==> src/rtl/matrix_pkg.sv <==
`default_nettype none
// ============================================================================
// Module      : matrix_pkg
// Description : Shared definitions for the matrix operation sequencer:
//               operation codes, sequencer state encoding, dimension width,
//               default maximum dimension and small address/check helpers.
// Revision    : 1.0 - initial release
// ============================================================================
package matrix_pkg;

    // Width of a row/column count or index.
    localparam int DIM_W       = 3;
    // Largest supported row or column count.
    localparam int MAX_DIM_C   = 5;
    // Width wide enough for r*C+c with every term at its 3-bit maximum.
    localparam int FLAT_ADDR_W = 2 * DIM_W;

    localparam logic [3:0] OP_ADD       = 4'd1;
    localparam logic [3:0] OP_TRANSPOSE = 4'd2;
    localparam logic [3:0] OP_SCALAR    = 4'd3;
    localparam logic [3:0] OP_MUL       = 4'd4;

    typedef enum logic [2:0] {
        ST_IDLE  = 3'd0,
        ST_CHECK = 3'd1,
        ST_RUN   = 3'd2,
        ST_DRAIN = 3'd3,
        ST_DONE  = 3'd4,
        ST_ERR   = 3'd5
    } state_e;

    // Row-major element address: element (r,c) of a matrix with `cols` columns.
    function automatic logic [FLAT_ADDR_W-1:0] elem_addr(
        input logic [DIM_W-1:0] r,
        input logic [DIM_W-1:0] c,
        input logic [DIM_W-1:0] cols
    );
        return FLAT_ADDR_W'(r) * FLAT_ADDR_W'(cols) + FLAT_ADDR_W'(c);
    endfunction

    // A dimension is unusable when it is zero or exceeds the supported maximum.
    function automatic logic dim_bad(
        input logic [DIM_W-1:0] d,
        input int unsigned      max_dim
    );
        return (d == '0) || (32'(d) > max_dim);
    endfunction

endpackage
`default_nettype wire

==> src/rtl/matrix_op_sequencer_counter.sv <==
`default_nettype none
// ============================================================================
// Module      : mat_index_counter
// Description : Nested i/j/k loop counters with programmable limits. k is the
//               innermost loop, then j, then i. Each counter wraps to 0 when
//               it reaches its limit-1 and carries into the next outer one.
// Ports       : clk, rst      - clock, asynchronous active-high reset
//               i_clear       - synchronous return of all counters to 0
//               i_en          - advance by one iteration
//               i_lim_i/j/k   - loop limits (must be >= 1 while enabled)
//               o_i/o_j/o_k   - current indices
//               o_last_k      - k is at its final value
//               o_last_all    - current iteration is the final one
// Revision    : 1.0 - initial release
// ============================================================================
module mat_index_counter
    import matrix_pkg::*;
(
    input  logic             clk,
    input  logic             rst,
    input  logic             i_clear,
    input  logic             i_en,
    input  logic [DIM_W-1:0] i_lim_i,
    input  logic [DIM_W-1:0] i_lim_j,
    input  logic [DIM_W-1:0] i_lim_k,
    output logic [DIM_W-1:0] o_i,
    output logic [DIM_W-1:0] o_j,
    output logic [DIM_W-1:0] o_k,
    output logic             o_last_k,
    output logic             o_last_all
);

    logic [DIM_W-1:0] r_i;
    logic [DIM_W-1:0] r_j;
    logic [DIM_W-1:0] r_k;
    logic             w_last_i;
    logic             w_last_j;
    logic             w_last_k;

    assign w_last_i   = (r_i == i_lim_i - DIM_W'(1));
    assign w_last_j   = (r_j == i_lim_j - DIM_W'(1));
    assign w_last_k   = (r_k == i_lim_k - DIM_W'(1));

    assign o_i        = r_i;
    assign o_j        = r_j;
    assign o_k        = r_k;
    assign o_last_k   = w_last_k;
    assign o_last_all = w_last_k & w_last_j & w_last_i;

    always_ff @(posedge clk or posedge rst) begin
        if (rst) begin
            r_i <= '0;
            r_j <= '0;
            r_k <= '0;
        end else if (i_clear) begin
            r_i <= '0;
            r_j <= '0;
            r_k <= '0;
        end else if (i_en) begin
            if (w_last_k) begin
                r_k <= '0;
                if (w_last_j) begin
                    r_j <= '0;
                    r_i <= w_last_i ? '0 : r_i + DIM_W'(1);
                end else begin
                    r_j <= r_j + DIM_W'(1);
                end
            end else begin
                r_k <= r_k + DIM_W'(1);
            end
        end
    end

endmodule
`default_nettype wire

==> src/rtl/matrix_op_sequencer.sv <==
`default_nettype none
// ============================================================================
// Module      : matrix_op_sequencer
// Description : Runs one matrix operation (ADD, TRANSPOSE, SCALAR, MUL) per
//               rising edge of i_start. Operands are read element by element
//               from synchronous storage (data one cycle after address), the
//               result is computed in a two-stage pipeline and written
//               row-major into the result buffer.
// Ports       : clk, rst                 - clock, asynchronous active-high reset
//               i_start, i_abort         - request level / synchronous cancel
//               i_op_type, i_*_rows/cols - operation and dimensions
//               i_scalar                 - scalar multiplier
//               o_a_addr/o_b_addr        - operand read addresses
//               i_a_data/i_b_data        - operand read data
//               o_res_we/addr/data       - result write port
//               o_res_rows/o_res_cols    - result dimensions after completion
//               o_busy, o_calc_done, o_error_out - status to controller
// Revision    : 1.0 - initial release
// ============================================================================
module matrix_op_sequencer
    import matrix_pkg::*;
#(
    parameter int DATA_W  = 8,
    parameter int ACC_W   = 20,
    parameter int MAX_DIM = MAX_DIM_C,
    parameter int ADDR_W  = 5
) (
    input  logic              clk,
    input  logic              rst,
    input  logic              i_start,
    input  logic              i_abort,
    input  logic [3:0]        i_op_type,
    input  logic [DIM_W-1:0]  i_a_rows,
    input  logic [DIM_W-1:0]  i_a_cols,
    input  logic [DIM_W-1:0]  i_b_rows,
    input  logic [DIM_W-1:0]  i_b_cols,
    input  logic [DATA_W-1:0] i_scalar,
    output logic [ADDR_W-1:0] o_a_addr,
    output logic [ADDR_W-1:0] o_b_addr,
    input  logic [DATA_W-1:0] i_a_data,
    input  logic [DATA_W-1:0] i_b_data,
    output logic              o_res_we,
    output logic [ADDR_W-1:0] o_res_addr,
    output logic [ACC_W-1:0]  o_res_data,
    output logic [DIM_W-1:0]  o_res_rows,
    output logic [DIM_W-1:0]  o_res_cols,
    output logic              o_busy,
    output logic              o_calc_done,
    output logic              o_error_out
);

    state_e            r_state;
    logic              r_start;
    logic [3:0]        r_op;
    logic [DIM_W-1:0]  r_a_rows;
    logic [DIM_W-1:0]  r_a_cols;
    logic [DIM_W-1:0]  r_b_rows;
    logic [DIM_W-1:0]  r_b_cols;
    logic [DATA_W-1:0] r_scalar;
    logic              r_drain_cnt;

    logic              w_start_edge;
    logic              w_kill;
    logic              w_req_bad;
    logic [DIM_W-1:0]  w_lim_j;
    logic [DIM_W-1:0]  w_lim_k;
    logic [DIM_W-1:0]  w_i;
    logic [DIM_W-1:0]  w_j;
    logic [DIM_W-1:0]  w_k;
    logic              w_last_k;
    logic              w_last_all;
    logic [DIM_W-1:0]  w_res_rows;
    logic [DIM_W-1:0]  w_res_cols;
    logic [FLAT_ADDR_W-1:0] w_a_flat;
    logic [FLAT_ADDR_W-1:0] w_b_flat;
    logic [FLAT_ADDR_W-1:0] w_res_flat;

    // Pipeline stage 1: describes the operand pair arriving this cycle.
    logic              r_p1_valid;
    logic              r_p1_first;
    logic              r_p1_last;
    logic [ADDR_W-1:0] r_p1_addr;
    logic [ACC_W-1:0]  r_acc;

    logic [ACC_W-1:0]  w_a_ext;
    logic [ACC_W-1:0]  w_b_ext;
    logic [ACC_W-1:0]  w_s_ext;
    logic [ACC_W-1:0]  w_elem;

    assign w_start_edge = i_start & ~r_start;
    assign w_kill       = i_abort && ((r_state == ST_CHECK) ||
                                      (r_state == ST_RUN)   ||
                                      (r_state == ST_DRAIN));

    // ------------------------------------------------------------------
    // Request validation against the latched request
    // ------------------------------------------------------------------
    always_comb begin
        w_req_bad = 1'b0;
        case (r_op)
            OP_ADD: w_req_bad = dim_bad(r_a_rows, MAX_DIM) | dim_bad(r_a_cols, MAX_DIM) |
                                dim_bad(r_b_rows, MAX_DIM) | dim_bad(r_b_cols, MAX_DIM) |
                                (r_a_rows != r_b_rows) | (r_a_cols != r_b_cols);
            OP_TRANSPOSE,
            OP_SCALAR: w_req_bad = dim_bad(r_a_rows, MAX_DIM) | dim_bad(r_a_cols, MAX_DIM);
            OP_MUL: w_req_bad = dim_bad(r_a_rows, MAX_DIM) | dim_bad(r_a_cols, MAX_DIM) |
                                dim_bad(r_b_rows, MAX_DIM) | dim_bad(r_b_cols, MAX_DIM) |
                                (r_a_cols != r_b_rows);
            default: w_req_bad = 1'b1;
        endcase
    end

    // Element ops use a single-step k loop so every iteration is "last k".
    assign w_lim_j = (r_op == OP_MUL) ? r_b_cols : r_a_cols;
    assign w_lim_k = (r_op == OP_MUL) ? r_a_cols : DIM_W'(1);

    mat_index_counter u_index (
        .clk        (clk),
        .rst        (rst),
        .i_clear    (r_state != ST_RUN),
        .i_en       ((r_state == ST_RUN) && !i_abort),
        .i_lim_i    (r_a_rows),
        .i_lim_j    (w_lim_j),
        .i_lim_k    (w_lim_k),
        .o_i        (w_i),
        .o_j        (w_j),
        .o_k        (w_k),
        .o_last_k   (w_last_k),
        .o_last_all (w_last_all)
    );

    // ------------------------------------------------------------------
    // Address generation from the live loop indices
    // ------------------------------------------------------------------
    always_comb begin
        w_a_flat   = elem_addr(w_i, w_j, r_a_cols);
        w_b_flat   = w_a_flat;
        w_res_flat = w_a_flat;
        w_res_rows = r_a_rows;
        w_res_cols = r_a_cols;
        case (r_op)
            OP_MUL: begin
                w_a_flat   = elem_addr(w_i, w_k, r_a_cols);
                w_b_flat   = elem_addr(w_k, w_j, r_b_cols);
                w_res_flat = elem_addr(w_i, w_j, r_b_cols);
                w_res_cols = r_b_cols;
            end
            OP_TRANSPOSE: begin
                w_res_flat = elem_addr(w_j, w_i, r_a_rows);
                w_res_rows = r_a_cols;
                w_res_cols = r_a_rows;
            end
            default: ;
        endcase
    end

    assign o_a_addr = (r_state == ST_RUN) ? ADDR_W'(w_a_flat) : '0;
    assign o_b_addr = (r_state == ST_RUN) ? ADDR_W'(w_b_flat) : '0;

    // ------------------------------------------------------------------
    // Control FSM
    // ------------------------------------------------------------------
    always_ff @(posedge clk or posedge rst) begin
        if (rst) begin
            r_state     <= ST_IDLE;
            r_start     <= 1'b0;
            r_op        <= '0;
            r_a_rows    <= '0;
            r_a_cols    <= '0;
            r_b_rows    <= '0;
            r_b_cols    <= '0;
            r_scalar    <= '0;
            r_drain_cnt <= 1'b0;
            o_busy      <= 1'b0;
            o_calc_done <= 1'b0;
            o_error_out <= 1'b0;
            o_res_rows  <= '0;
            o_res_cols  <= '0;
        end else begin
            r_start     <= i_start;
            o_calc_done <= 1'b0;
            o_error_out <= 1'b0;
            case (r_state)
                ST_IDLE: begin
                    // Abort has no meaning here; a start edge always wins.
                    if (w_start_edge) begin
                        r_op     <= i_op_type;
                        r_a_rows <= i_a_rows;
                        r_a_cols <= i_a_cols;
                        r_b_rows <= i_b_rows;
                        r_b_cols <= i_b_cols;
                        r_scalar <= i_scalar;
                        r_state  <= ST_CHECK;
                        o_busy   <= 1'b1;
                    end
                end
                ST_CHECK: begin
                    if (i_abort) begin
                        r_state <= ST_IDLE;
                        o_busy  <= 1'b0;
                    end else if (w_req_bad) begin
                        r_state     <= ST_ERR;
                        o_error_out <= 1'b1;
                    end else begin
                        r_state <= ST_RUN;
                    end
                end
                ST_RUN: begin
                    if (i_abort) begin
                        r_state <= ST_IDLE;
                        o_busy  <= 1'b0;
                    end else if (w_last_all) begin
                        r_state     <= ST_DRAIN;
                        r_drain_cnt <= 1'b0;
                    end
                end
                ST_DRAIN: begin
                    if (i_abort) begin
                        r_state <= ST_IDLE;
                        o_busy  <= 1'b0;
                    end else if (r_drain_cnt) begin
                        r_state     <= ST_DONE;
                        o_calc_done <= 1'b1;
                        o_res_rows  <= w_res_rows;
                        o_res_cols  <= w_res_cols;
                    end else begin
                        r_drain_cnt <= 1'b1;
                    end
                end
                ST_DONE, ST_ERR: begin
                    r_state <= ST_IDLE;
                    o_busy  <= 1'b0;
                end
                default: begin
                    r_state <= ST_IDLE;
                    o_busy  <= 1'b0;
                end
            endcase
        end
    end

    // ------------------------------------------------------------------
    // Datapath. Plain vectors are used for two's complement values: the
    // low ACC_W bits of add/multiply are identical for signed and
    // unsigned interpretation, which gives the required modulo wrap.
    // ------------------------------------------------------------------
    assign w_a_ext = {{(ACC_W-DATA_W){i_a_data[DATA_W-1]}}, i_a_data};
    assign w_b_ext = {{(ACC_W-DATA_W){i_b_data[DATA_W-1]}}, i_b_data};
    assign w_s_ext = {{(ACC_W-DATA_W){r_scalar[DATA_W-1]}}, r_scalar};

    always_comb begin
        w_elem = w_a_ext;
        case (r_op)
            OP_ADD:    w_elem = w_a_ext + w_b_ext;
            OP_SCALAR: w_elem = w_a_ext * w_s_ext;
            OP_MUL:    w_elem = (r_p1_first ? '0 : r_acc) + w_a_ext * w_b_ext;
            default:   w_elem = w_a_ext;
        endcase
    end

    always_ff @(posedge clk or posedge rst) begin
        if (rst) begin
            r_p1_valid <= 1'b0;
            r_p1_first <= 1'b0;
            r_p1_last  <= 1'b0;
            r_p1_addr  <= '0;
            r_acc      <= '0;
            o_res_we   <= 1'b0;
            o_res_addr <= '0;
            o_res_data <= '0;
        end else begin
            r_p1_valid <= (r_state == ST_RUN) && !w_kill;
            r_p1_first <= (w_k == '0);
            r_p1_last  <= w_last_k;
            r_p1_addr  <= ADDR_W'(w_res_flat);
            // An abort also discards whatever is still in flight.
            o_res_we   <= r_p1_valid && r_p1_last && !w_kill;
            if (r_p1_valid) begin
                r_acc <= w_elem;
                if (r_p1_last) begin
                    o_res_addr <= r_p1_addr;
                    o_res_data <= w_elem;
                end
            end
        end
    end

endmodule
`default_nettype wire

==> config.mk <==
export PLATFORM = sky130hd
export DESIGN_NAME = matrix_op_sequencer
export DESIGN_NICKNAME = d
export VERILOG_FILES = /design/src/rtl/matrix_pkg.sv /design/src/rtl/matrix_op_sequencer_counter.sv /design/src/rtl/matrix_op_sequencer.sv
export SDC_FILE = /design/constraint.sdc
export NUM_CORES = 1
export LEC_CHECK = 0
export CAP_MARGIN = 20
export CORE_ASPECT_RATIO = 1.25
export CORE_UTILIZATION = 61
export CTS_CLUSTER_DIAMETER = 50
export DETAILED_ROUTE_END_ITERATION = 10
export GPL_ROUTABILITY_DRIVEN = 0
export MAX_ROUTING_LAYER = met4
export PLACE_DENSITY = 0.85
export SLEW_MARGIN = 5
export SYNTH_ARGS = -nofsm -noshare
export SYNTH_HDL_FRONTEND = slang
export SYNTH_SLANG_ARGS = --single-unit
==> constraint.sdc <==
create_clock -name clk -period 6.1 [get_ports clk]
set_input_delay 1.22 -clock clk [delete_from_list [all_inputs] [get_ports clk]]
set_output_delay 1.22 -clock clk [all_outputs]
set_load 0.02 [all_outputs]
==> run_results.csv, run 1 <==
group,metric,value,unit
run_status,outcome,"finished with violations",
run_status,failed_checks,"setup timing",
grt,grt_antenna_before_repair,0,
clock_network,cts-htree-levels,3,
synth,synthArstFlopShare,1.00,
synth,avgSynthCellArea,9.30,um2
sta,min_period,6730,ps
placed_design,port_buffers,88,
route,ant_nets,0,
synth,yosysWarningCount,0,
sta,finalSetupViolations,20,
synth,syn-num-nets,1608,
synth,synth_seq_cells,101,
sta,hold_viol,0,
run,maxCapViolCount,0,
synth,synthFlopType,"dfrtp_1",
sta,clock_skew,8.19,ps
route,routed_wl,34600,um
grt,grt_start_max_net_pins,56,
clock_network,root_buffer,"clkbuf_16",
synth,synth.cell_area,0.0122,mm2
clock_network,cts_buffers,9,
route,via_per_inst,5.91,
setup_path,end_kind,"register",
setup_path,critPathMaxFanout,4,
floorplanning,start_util,0.624,
clock_network,clockBufferDepth,2,
floorplanning,fp.dieH,160,um
final_layout,post-route-util,0.779,
grt,grt_pass1_vias,11400,
route,wl_per_cell,19.3,um
setup_path,crit_start,"i_a_data[4]",
clock_network,path_clk_slew,70,ps
clock_network,holdBufCountCts,0,
synth,synthTopCellsByArea,"dfrtp_1 (21%), fa_1 (21%), ha_1 (13%)",
sta,relSlewSlack,0.356,
setup_path,r2r_slack,920,ps
final_layout,n_antenna_cell,0,
setup_path,crit_type,"in -> reg",
floorplanning,core,0.0195,mm2
floorplanning,fp.dieArea,0.0206,mm2
route,vias,10600,
setup_path,reg2reg_to,"r_acc[18]",
sta,fin_ws,-625,ps
setup_path,startpoint_type,"primary input",
route,drc,0,
clock_network,cts.sinks,101,
sta,post-route-period-util,1.10,
grt,grt_pass1_wl,55100,um
route,first_pass_iters,5,
sta,maxSlewViolCount,0,
grt,grt_usage,0.355,
route,maxUsedRoutingLayer,"met4",
synth,synth_top_area_cell,"dfrtp_1",
floorplanning,rows,57,
setup_path,cp_data_arrival_time,6960,ps
setup_path,worstSetupEndpoint,"o_res_data[19]",
final_layout,drive_above_1_share,0.208,
setup_path,cp.required,6340,ps
route,wl_met2,17800,um
setup_path,r2r_cells,18,
floorplanning,die_w,128,um
floorplanning,io_pins,89,
sta,fmax,0.149,GHz
sta,worstMarginPinSlew,966,ps
clock_network,clk_latency,350,ps
worst_hold_path,hold_class,"reg -> reg",
setup_path,r2r_start,"r_scalar[7]",
final_layout,syn_to_final_growth,24.8,%
synth,synthDistinctLibCells,70,
route,m1WireLength,12400,um
sta,rsz0062_at_grt,"yes",
final_layout,nNetsFinal,1823,
placed_design,dp_hpwl,24300,um
synth,synth_top_cell_area_share,0.207,
route,wl_met3,2170,um
synth,synth-edff-count,0,
synth,yosysSeqAreaShare,0.207,
route,first_iter_violations,816,
clock_network,cts_tree,"built",
synth,syn_inst,1311,
grt,grt_overflow,0,
## metrics by stage
stage | TNS, ps | instance area (um2) | std cells | hold slack (ps) | worst slack, ps
after floorplan | -2260 | 12400 | 1311 | 454 | -292
after CTS | -7260 | 15000 | 1791 | 487 | -492
after detailed placement | -19680 | 14300 | 1745 | 472 | -1070
after global routing | -13050 | 15200 | 1796 | 498 | -851
final | -9230 | 15200 | 1796 | 484 | -625
after global placement | -17680 | 14300 | 1744 | 461 | -987
## synth_stat cells, types with 6 or more instances
| cell type | count |
|---|---|
| o21bai_1 | 7 |
| dfrtp_1 | 101 |
| mux2i_1 | 6 |
| mux2_2 | 31 |
| nor3_1 | 15 |
| a221oi_1 | 12 |
| nor2_1 | 53 |
| buf_1 | 6 |
| and2_1 | 98 |
| nand2b_1 | 25 |
| a21oi_1 | 70 |
| nand2_1 | 110 |
| a21o_1 | 22 |
| fa_1 | 125 |
| o21ai_0 | 52 |
| nor2b_1 | 32 |
| inv_1 | 186 |
| nand3_1 | 6 |
| clkbuf_1 | 36 |
| xor2_1 | 30 |
| xnor2_1 | 66 |
| a211oi_1 | 6 |
| ha_1 | 128 |
## layer usage
| layer | GRT usage | up-vias |
|---|---|---|
| li1 | - | 4702 |
| met1 | 0.379 | 5222 |
| met2 | 0.601 | 506 |
| met3 | 0.0657 | 189 |
| met4 | 0.224 | 0 |
| met5 | - | - |
## worst min path at each step
| stage | depth (start not counted) | endpoint | start |
|---|---|---|---|
| final | 1 | o_res_addr[2] | r_p1_addr[2] |
| after global routing | 1 | o_res_addr[3] | r_p1_addr[3] |
| after CTS | 1 | o_res_addr[3] | r_p1_addr[3] |
| after detailed placement | 1 | o_res_addr[3] | r_p1_addr[3] |
| after global placement | 1 | o_res_addr[2] | r_p1_addr[2] |
| after floorplan | 1 | o_res_addr[0] | r_p1_addr[0] |
## layout make-up
type,instances,area [um2]
tap,265,332
fill,1165,4330
clock buffer,9,225
clock inverter,7,92.6
inverter,189,714
sequential,101,2530
multi-input combinational,974,9180
timing repair buffer,251,2150
## flip-flops by register name (all words and copies together), names as in the netlist, 3 cells and up
| name | cells |
|---|---|
| o_res_data | 20 |
| r_acc | 20 |
| r_scalar | 8 |
| o_res_addr | 5 |
| r_p1_addr | 5 |
| r_op | 4 |
| o_res_cols | 3 |
| o_res_rows | 3 |
| r_a_cols | 3 |
| r_a_rows | 3 |
| r_b_cols | 3 |
| r_b_rows | 3 |
| r_state | 3 |
| u_index.o_i | 3 |
| u_index.o_j | 3 |
| u_index.o_k | 3 |
## worst max-delay path, stage by stage
cell and delay (ps):
buf_2 130, buf_6 140, and2_4 140, fa_1 540, inv_2 50, fa_1 530, inv_2 50, fa_1 540
inv_1 60, fa_1 510, inv_2 50, ha_4 230, a21o_1 190, a21oi_2 180, o21ai_2 100, a21o_1 170
a21oi_2 130, xnor2_1 150, ha_1 280, o21a_1 220, and3_1 200, a211oi_2 280, o2bb2ai_2 210, o31ai_2 130
xnor2_1 250, nor2_1 70, o22a_1 210
## layout by cell type (no fill, tap or decap), types with 5 or more instances in the layout
cell | Yosys | routed
inv_1 | 186 | 177
buf_4 | 1 | 145
fa_1 | 125 | 123
ha_1 | 128 | 117
nand2_1 | 110 | 108
dfrtp_1 | 101 | 101
and2_1 | 98 | 93
clkdlybuf4s50_1 | 0 | 72
xnor2_1 | 66 | 61
a21oi_1 | 70 | 58
nor2_1 | 53 | 50
o21ai_0 | 52 | 42
nor2b_1 | 32 | 32
mux2_2 | 31 | 31
xor2_1 | 30 | 28
nand2b_1 | 25 | 25
a21o_1 | 22 | 22
nor3_1 | 15 | 14
a21oi_2 | 2 | 13
buf_6 | 0 | 13
o21ai_1 | 5 | 11
inv_2 | 3 | 10
a221oi_1 | 12 | 10
buf_2 | 4 | 10
clkbuf_16 | 0 | 9
o21bai_1 | 7 | 7
ha_4 | 0 | 7
xnor2_2 | 1 | 6
nand3_1 | 6 | 6
o21ai_2 | 2 | 6
mux2i_1 | 6 | 6
o21a_1 | 5 | 5
a22oi_1 | 5 | 5
and2_4 | 0 | 5
## what timing repair did
action,in CTS,in global routing
endpoints found under the setup margin,20,22
buffers inserted,28,6
resized for setup,79,50
cloned,2,0
pin swaps,43,52
## cell families after synthesis
logic type | count (synthesis) | share of synthesized area
compound gates | 231 | 0.125
xor+xnor | 98 | 0.0726
fa+ha+maj | 253 | 0.337
buf+inv | 236 | 0.0734
flops | 101 | 0.207
mux | 37 | 0.0336
simple gates | 355 | 0.152
Power of run 1 is not shown: default switching activity piles up to over one toggle a cycle in this logic, so the estimate is an artifact.
==> run 2: changes to the inputs <==
--- a/config.mk
+++ b/config.mk
@@ -10,9 +10,8 @@
 export CORE_UTILIZATION = 61
 export CTS_CLUSTER_DIAMETER = 50
 export DETAILED_ROUTE_END_ITERATION = 10
-export GPL_ROUTABILITY_DRIVEN = 0
 export MAX_ROUTING_LAYER = met4
-export PLACE_DENSITY = 0.85
+export PLACE_DENSITY = 0.82
 export SLEW_MARGIN = 5
 export SYNTH_ARGS = -nofsm -noshare
 export SYNTH_HDL_FRONTEND = slang
==> run 2 against run 1 <==
The run still ends with setup timing left. Worst hold slack barely moved. Critical path depth fell by 1. Die area did not move. Largest cell class unchanged. Critical path type unchanged.
==> run_results.csv, run 2 (synthesized netlist as in run 1, its figures left out) <==
group,metric,value,unit
final_layout,layout_commonest_cell,"inv_1",
clock_network,cts_tree,"built",
clock_network,path_clk_slew,70,ps
route,first_pass_iters,7,
sta,clock_skew,11.5,ps
clock_network,cts_buffers,9,
placed_design,place_congestion,0.908,
floorplanning,die_w,128,um
route,drc,0,
run,maxCapViolCount,0,
floorplanning,fp.dieArea,0.0206,mm2
floorplanning,start_util,0.624,
sta,fmax,0.150,GHz
sta,maxSlewViolCount,0,
clock_network,root_buffer,"clkbuf_16",
grt,grt_overflow,0,
final_layout,n_antenna_cell,0,
final_layout,final_cell_area,0.0153,mm2
final_layout,nNetsFinal,1827,
route,vias,10500,
route,first_iter_violations,622,
route,routed_wl,34200,um
placed_design,placed_area,0.0143,mm2
placed_design,port_buffers,88,
final_layout,most-common-layout-cells,"inv_1 (170), buf_4 (149), fa_1 (122), ha_1 (116), nand2_1 (108)",
final_layout,fillers,1305,
final_layout,multi_input_area,0.00925,mm2
worst_hold_path,hold_class,"reg -> reg",
sta,hold_slack,484,ps
setup_path,cp_data_arrival_time,6870,ps
grt,grt_pass1_vias,11100,
route,wl_per_cell,19.0,um
sta,post-route-period-util,1.09,
sta,hold_viol,0,
grt,grt_usage,0.352,
setup_path,end_kind,"register",
setup_path,cp.required,6300,ps
sta,worstMarginPinSlew,1120,ps
floorplanning,rows,57,
grt,grt_antenna_before_repair,0,
final_layout,seq_area,0.00253,mm2
final_layout,largestRegisters,"o_res_data (20), r_acc (20), r_scalar (8)",
final_layout,syn_to_final_growth,25.3,%
clock_network,cts.sinks,101,
clock_network,clk_latency,360,ps
route,ant_nets,0,
final_layout,drive_above_1_share,0.221,
placed_design,post-place-ws,-1140,ps
grt,grt_start_max_net_pins,56,
setup_path,crit_type,"in -> reg",
sta,fin_ws,-574,ps
sta,min_period,6670,ps
clock_network,cts-htree-levels,3,
placed_design,dp_hpwl,24600,um
route,via_per_inst,5.84,
run_status,outcome,"finished with violations",
sta,finalSetupViolations,20,
clock_network,clockBufferDepth,2,
placed_design,dp_cells,1747,
floorplanning,io_pins,89,
sta,relSlewSlack,0.245,
floorplanning,fp.dieH,160,um
sta,rsz0062_at_grt,"yes",
setup_path,startpoint_type,"primary input",
final_layout,stdcell_count,1800,
floorplanning,core,0.0195,mm2
run_status,failed_checks,"setup timing",
setup_path,critPathMaxFanout,7,
grt,grt_pass1_wl,54700,um
==> run 2: cell types whose count changed in the layout (fill, tap and decap cells not counted), sizes merged <==
cell         previous run  this run
inv                   192       193
buf                   173       178
clkinv                  1         2
clkinvlp                2         1
dlygate4sd2             2         1
bufinv                  1         0
==> run 2: worst paths after layout <==
check / startpoint / slack [ps] / to / cells past startpoint
max in group asynchronous: rst / 3680 / r_acc[18] / 3
hold reg to reg: r_p1_addr[0] / 480 / o_res_addr[0] / 1
hold / removal: r_p1_addr[0] / 480 / o_res_addr[0] / 1
setup reg to reg: r_scalar[4] / 780 / r_acc[18] / 18
min in group asynchronous: rst / 1310 / r_op[3] / 2
setup / recovery: i_a_data[0] / -570 / r_acc[19] / 26
==> run 2: worst max-delay path, stage by stage <==
cell,delay [ps]
clkdlybuf4s15_2,250
nand2b_1,190
fa_1,500
fa_1,510
inv_2,50
fa_1,560
inv_2,40
fa_1,490
inv_2,50
ha_4,240
a21o_1,170
a21oi_2,150
o21ai_2,90
a21o_1,220
a21oi_2,170
xnor2_1,140
ha_1,270
o21a_1,210
o21ai_1,110
o21ai_2,110
a211oi_4,350
o2bb2ai_4,180
o31ai_2,90
xnor2_1,250
buf_4,190
o311ai_4,80
==> run 2: cell type report <==
cell class / count / share of cell area
multi-input cells: 974 / 0.605
flip-flops and latches: 101 / 0.165
repair buffers: 255 / 0.141
inverters: 189 / 0.0468
well taps: 265 / 0.0217
clock buffers: 9 / 0.0147
clock inverters: 7 / 0.00508
==> run 2: through the flow <==
step | utilization | setup TNS, ps
after floorplan | - | -2260
final | 0.782 | -7450
after global placement | 0.734 | -18130
after detailed placement | 0.734 | -20800
after global routing | 0.782 | -11160
after CTS | 0.769 | -6050
==> run 2: routing by layer <==
metal  GRT usage  vias to the layer above  wire length, um  part of all wire
met3      0.0476                      177             1710             0.050
met4       0.191                        0             2220             0.065
met1       0.384                     5211            12500              0.37
li1            -                     4714                -                 -
met5           -                        -                0                 0
met2       0.614                      405            17800              0.52
==> run 2: timing repair <==
action / in CTS / in global routing
buffers inserted: 26 / 11
hold buffers: 0 / 0
pin swaps: 51 / 74
resized for setup: 115 / 46
endpoints found under the setup margin: 20 / 20
cloned: 3 / 0
Power of run 2 is left out for the same reason.
